`src/rtl/reg_read_port.sv`:
```
// Read port for the register bank: it captures one register by address and drives it on DOUT for HOLD cycles.
// It also has an auto-scan mode for the display. Define READ_PARITY_EN to add a registered even-parity output, DPar.
module reg_read_port #(
    parameter int WIDTH = 4,
    parameter int NREGS = 4,
    parameter int AW    = 2,
    parameter int HOLD  = 3
) (
    input  logic                   clock,
    input  logic                   resetn,
    input  logic [NREGS*WIDTH-1:0] Q_all,
    input  logic [AW-1:0]          Addr,
    input  logic                   Rn,
    input  logic                   Scan,
    output logic [WIDTH-1:0]       DOUT,
    output logic                   DValid,
    output logic [AW-1:0]          DAddr,
`ifdef READ_PARITY_EN
    output logic                   DPar,
`endif
    output logic                   Busy
);

    // state   | meaning
    // IDLE    | waiting for Rn low (priority) or Scan high
    // CAPTURE | latch the selected register into DOUT/DAddr, load hold counter
    // DRIVE   | DOUT valid; counter runs down to zero, then back to IDLE
    typedef enum logic [1:0] {IDLE, CAPTURE, DRIVE} state_t;

    localparam int CW = (HOLD > 1) ? $clog2(HOLD) : 1;

    state_t           state, state_nxt;
    logic [CW-1:0]    hold_cnt;
    logic [AW-1:0]    lat_addr;
    logic [AW-1:0]    scan_idx;
    logic             from_scan;
    logic             start_rd;
    logic             start_scan;
    logic             drive_done;
    logic [WIDTH-1:0] q_arr [NREGS];
    logic [WIDTH-1:0] q_sel;

    generate
        for (genvar i = 0; i < NREGS; i++) begin : g_unpack
            assign q_arr[i] = Q_all[i*WIDTH +: WIDTH];
        end
    endgenerate

    assign q_sel  = q_arr[lat_addr];
    assign DValid = (state == DRIVE);
    assign Busy   = (state != IDLE);

    always_comb begin
        state_nxt  = state;
        start_rd   = 1'b0;
        start_scan = 1'b0;
        drive_done = 1'b0;
        unique case (state)
            IDLE: begin
                if (!Rn) begin
                    start_rd  = 1'b1;
                    state_nxt = CAPTURE;
                end else if (Scan) begin
                    start_scan = 1'b1;
                    state_nxt  = CAPTURE;
                end
            end
            CAPTURE: state_nxt = DRIVE;
            DRIVE: begin
                if (hold_cnt == '0) begin
                    drive_done = 1'b1;
                    state_nxt  = IDLE;
                end
            end
            default: state_nxt = IDLE;
        endcase
    end

    always_ff @(posedge clock or negedge resetn) begin
        if (!resetn) begin
            state <= IDLE;
        end else begin
            state <= state_nxt;
        end
    end

    always_ff @(posedge clock or negedge resetn) begin
        if (!resetn) begin
            lat_addr  <= '0;
            from_scan <= 1'b0;
            scan_idx  <= '0;
            hold_cnt  <= '0;
            DOUT      <= '0;
            DAddr     <= '0;
`ifdef READ_PARITY_EN
            DPar      <= 1'b0;
`endif
        end else begin
            if (start_rd) begin
                lat_addr  <= Addr;
                from_scan <= 1'b0;
            end else if (start_scan) begin
                lat_addr  <= scan_idx;
                from_scan <= 1'b1;
            end

            if (state == CAPTURE) begin
                DOUT     <= q_sel;
                DAddr    <= lat_addr;
                hold_cnt <= CW'(HOLD - 1);
`ifdef READ_PARITY_EN
                DPar     <= ^q_sel;
`endif
            end else if (state == DRIVE && !drive_done) begin
                hold_cnt <= hold_cnt - CW'(1);
            end

            // The scan index moves on only after a scan read, so single reads never disturb it.
            if (drive_done && from_scan) begin
                scan_idx <= scan_idx + AW'(1);
            end
        end
    end

endmodule

```
`config.mk`:
```
export PLATFORM = sky130hd
export DESIGN_NAME = reg_read_port
export DESIGN_NICKNAME = d
export VERILOG_FILES = /design/src/rtl/reg_read_port.sv
export SDC_FILE = /design/constraint.sdc
export NUM_CORES = 1
export LEC_CHECK = 0
export ABC_AREA = 0
export BUFFER_PORTS_ARGS = -buffer_cell sky130_fd_sc_hd__buf_2
export CAP_MARGIN = 10
export CORE_AREA = 2 2 58 60
export CTS_CLUSTER_DIAMETER = 30
export DETAILED_ROUTE_END_ITERATION = 8
export DIE_AREA = 0 0 60 62
export PLACE_DENSITY = 0.5
export SKIP_LAST_GASP = 1
export SLEW_MARGIN = 20
export SYNTH_ARGS = -nofsm -noshare
export SYNTH_HDL_FRONTEND = slang
export SYNTH_SLANG_ARGS = --single-unit
```
`constraint.sdc`:
```
create_clock -name clock -period 3.85 [get_ports clock]
set_input_delay 0.385 -clock clock [delete_from_list [all_inputs] [get_ports clock]]
set_output_delay 0.385 -clock clock [all_outputs]
set_load 0.05 [all_outputs]
```
=== Word-level counts from Yosys, hierarchy flattened ===
Cells that the tools add are included.

* Flip-flop bits (word level): 15
* Input bits: 22
* Output and inout port bits: 8

* $add $sub $neg: 2
* Magnitude comparators: 1
* Equal/unequal tests: 4
* Mux-type cells: 20
* Bitwise logic cells: 1
* Reductions and logical operators: 9

{| class="wikitable"
|+ Operators with widths
! operator !! count
|-
| 2-bit 2-to-1 mux || 7
|-
| 1-bit 2-to-1 mux || 9
|-
| 4-bit binary-select mux with 2-bit select || 1
|-
| 4-bit 2-to-1 mux || 2
|-
| 2-bit case mux with 3 select lines || 1
|-
| 2-bit nonzero test || 3
|-
| 2-bit logical NOT || 2
|-
| 3-bit >= comparator (second input constant) || 1
|-
| 3-bit inequality test (second input constant) || 1
|-
| 2-bit inverter with 3-bit output || 1
|-
| 2-bit by 1-bit adder with 2-bit output (second input constant) || 1
|-
| 2-bit by 1-bit == test with 1-bit output (second input constant) || 1
|-
| 2-bit == test (second input constant) || 1
|-
| 1-bit logical AND || 2
|-
| 2-bit by 1-bit inequality test with 1-bit output (second input constant) || 1
|-
| 2-bit AND reduction || 1
|-
| 2-bit by 1-bit subtractor with 2-bit output (second input constant) || 1
|-
| 1-bit logical NOT || 1
|}

=== Longest topological paths before layout ===
* Depth after elaboration: 7
* Depth in mapped cells: 5

=== Least setup slack after synthesis ===
OpenSTA, ideal clock, no wires.

* Path kind: register to register
* Start point: register state[0]
* End point: register scan_idx[1]
* Library setup time: 0.123 ns
* Arrival time: 1.608 ns
* Setup slack: 2.119 ns
* Cell stages (with the launch flop): 5
* Path buffers: 1
* Cells stage by stage: dfrtp_1 > buf_2 > nor2b_1 > nand4_1 > xnor2_1

* Word-level cells in the longest chain between the ends: 3

{| class="wikitable"
|+ RTL lines
! element !! RTL line !! source
|-
| from (decl) || 32 || <nowiki>state_t state, state_nxt;</nowiki>
|-
| from (signal assigned) || 83 || <nowiki>state <= state_nxt;</nowiki>
|-
| 2-bit == test || -- ||
|-
| via DValid || 16 || <nowiki>output logic DValid,</nowiki>
|-
| 1-bit 2-to-1 mux || 58 || <nowiki>unique case (state)</nowiki>
|-
| 1-bit logical AND || 119 || <nowiki>if (drive_done && from_scan) begin</nowiki>
|-
| to (signal assigned) || 120 || <nowiki>scan_idx <= scan_idx + AW'(1);</nowiki>
|-
| to (decl) || 35 || <nowiki>logic [AW-1:0] scan_idx;</nowiki>
|}

The timed path passes the listed nets, and every way through them passes these cells.
A chain may end at the register's enable or synchronous reset.

=== Worst setup path in the final report ===
* Start point: register state[1]
* End point: output DValid

* Word-level cells in the longest chain between the ends: 1

{| class="wikitable"
|+ RTL lines
! element !! RTL line !! source
|-
| 2-bit == test || 50 || <nowiki>assign DValid = (state == DRIVE);</nowiki>
|-
| to (decl) || 16 ||
|}

Every way passes these cells.

==> impl_metrics.json <==
{
  "status": "finished clean",
  "clock_latency_ns": 0.28,
  "synth_warnings": 0,
  "cts_buffers": 3,
  "most-common-layout-cells": "buf_2 (29), dfrtp_1 (15), inv_1 (6), mux2_2 (6), o22ai_1 (5)",
  "synth-simple-area-share_pct": 8.24,
  "drv_cap": 0,
  "cts_setup_buffers": 0,
  "worst-endpoint-required_ns": 3.46,
  "path_clk_slew_ns": 0.09,
  "grtUsageTotal_pct": 8.81,
  "worstPathMaxFanout": 8,
  "post_synth.cell_area_avg_um2": 12.4,
  "synthDistinctLibCells": 22,
  "synth_compound_area_share_pct": 10.9,
  "finalSetupViolCount": 0,
  "post_cts_resized": 0,
  "p_total_w": 0.000879,
  "drcViolationCount": 0,
  "synth_area_um2": 744,
  "grt_pass1_vias": 592,
  "fill_cells": 344,
  "slew_viol_final": 0,
  "ir_drop_uv": 172,
  "dp_hpwl_um": 1280,
  "routedWlPerCell_um": 12.0,
  "cts_root_buffer": "clkbuf_4",
  "seq_area_frac_synth_pct": 50.4,
  "worstPathArrival_ns": 1.29,
  "rows": 21,
  "power.leakage_nw": 0.445,
  "crit_type": "flop to primary output",
  "area_growth_pct": 28.6,
  "drive_gt1_share_pct": 47.3,
  "clockBufferDepth": 2,
  "fin_nets": 115,
  "cts_tree": "done",
  "rsz0062_at_grt": "no",
  "fin_skew_ns": 0.00237,
  "ys_seq_elements": 15,
  "synth_top_area_share_pct": 50.4,
  "grt_overflow_total": 0,
  "yosys.area_share.xor_xnor_pct": 2.35,
  "postCtsHoldBufs": 0,
  "synth_fp_nets": 83,
  "synth_top_family_by_area": "multiplexers",
  "yosys.area_share.adder_pct": 1.68,
  "coreArea_mm2": 0.00318,
  "rr_startpoint": "lat_addr[0]",
  "start_util_pct": 23.4,
  "post-route-min-period_ns": 1.68,
  "htreeDepth": 1,
  "crit_path_start_kind": "flop",
  "hold_class": "primary input to asynchronous set/reset pin",
  "hold_viol_final": 0,
  "antenna_found_initial": 0,
  "power_density_mw_per_mm2": 918,
  "die-area_mm2": 0.00372,
  "ys_top_cells_by_area": "dfrtp_1 (50%), mux4_2 (12%), mux2_2 (9.1%)",
  "cp-end-kind": "primary output",
  "min_period_over_period_pct": 43.6,
  "setup-tns-final_ns": 0,
  "relSlewSlack_pct": 76.4,
  "wl_um": 1650,
  "io_buffer_count": 29,
  "grt_pass1_wl_um": 2430,
  "final_antenna_net_count": 0,
  "startpoint": "state[1]",
  "yosys.area.top_type": "dfrtp_1",
  "synth_cells": 60,
  "max_freq_ghz": 0.595,
  "drt_pass1_iterations": 4,
  "fp.dieH_um": 62,
  "drt-initial-drc-count": 20,
  "ios": 30,
  "place_congestion": 0.720,
  "routed-via-count": 598,
  "cts.sinks": 15,
  "synthMuxAreaShare_pct": 21.2,
  "tightest_slew_ns": 0.354,
  "grt_max_degree": 16,
  "layout_commonest_cell": "buf_2",
  "diodes": 0,
  "avgViaCountPerCell": 4.36,
  "die_w_um": 60
}
-- critical path, stage by stage, from the launching register on --
cell	delay (ns)
dfrtp_1	0.47
nor2b_1	0.24
buf_2	0.30
-- cell usage after synthesis --
cell type  number
dfrtp_1        15
inv_1           6
mux2_2          6
o22ai_1         5
a21oi_1         4
mux4_2          4
nand2_1         3
or3_1           2
xnor2_1         2
a21boi_0        1
a2bb2oi_1       1
buf_2           1
buf_6           1
ha_1            1
nand3_1         1
nand4_1         1
nor2_1          1
nor2b_1         1
nor3b_1         1
o21ai_0         1
o22a_1          1
or3b_2          1
-- path summary, 6_finish.rpt --
check                         endpoint  slack, ns  depth (start not counted)
setup / recovery                DValid       2.17                          2
hold / removal             hold_cnt[1]     0.0003                          1
setup reg to reg               DOUT[2]       2.38                          2
hold reg to reg            hold_cnt[1]       0.50                          1
max in group asynchronous    from_scan       3.59                          1
min in group clock            state[0]       0.31                          2
-- flip-flops by register name, indices dropped and copies added (netlist names) --
name / cells
state: 2
scan_idx: 2
from_scan: 1
DAddr: 2
hold_cnt: 2
lat_addr: 2
DOUT: 4
-- per-stage QoR --
stage | cell area, µm² | worst slack [ns] | hold slack (ns) | std cells | utilization (%)
4_1_cts | 957 | 2.14 | 0.00399 | 137 | 30.1
3_5_place_dp | 931 | 2.36 | 0.319 | 133 | 29.3
5_1_grt | 957 | 2.07 | 0.0122 | 137 | 30.1
2_1_floorplan | 744 | 2.12 | 0.0894 | 60 | -
6_report | 957 | 2.17 | 0.000320 | 137 | 30.1
3_3_place_gp | 931 | 2.40 | 0.312 | 133 | 29.3
-- area by class of cell --
cell class	count	area [µm²]	share of cell area, %
timing repair buffer	29	145	15.2
sequential	15	375	39.2
clock buffer	4	26.3	2.75
tap	46	57.6	6.01
multi-input combinational	37	330	34.5
inverter	6	22.5	2.35
-- logic make-up after synthesis --
family,after synthesis
AO/OA/AOI/OAI,13
XOR/XNOR,2
adder cells (fa/ha/maj),1
buffers and inverters,8
flip-flops,15
multiplexers,10
AND/OR/NAND/NOR,11
-- routing by layer --
layer / up-vias / wire length [µm] / global-route usage, %
met2: 26 / 773 / 16.0
met5: - / 0 / 0
li1: 284 / - / -
met1: 288 / 753 / 9.97
met4: 0 / 0 / 3.81
met3: 0 / 120 / 1.86
-- report_power, final --
group	leakage, nW	switching, W	internal, W
Clock	0.0150	0.0000502	0.0000402
Sequential	0.178	0.0000834	0.000237
Combinational	0.252	0.000280	0.000188
No activity file was read; power rests on OpenSTA's default activity.
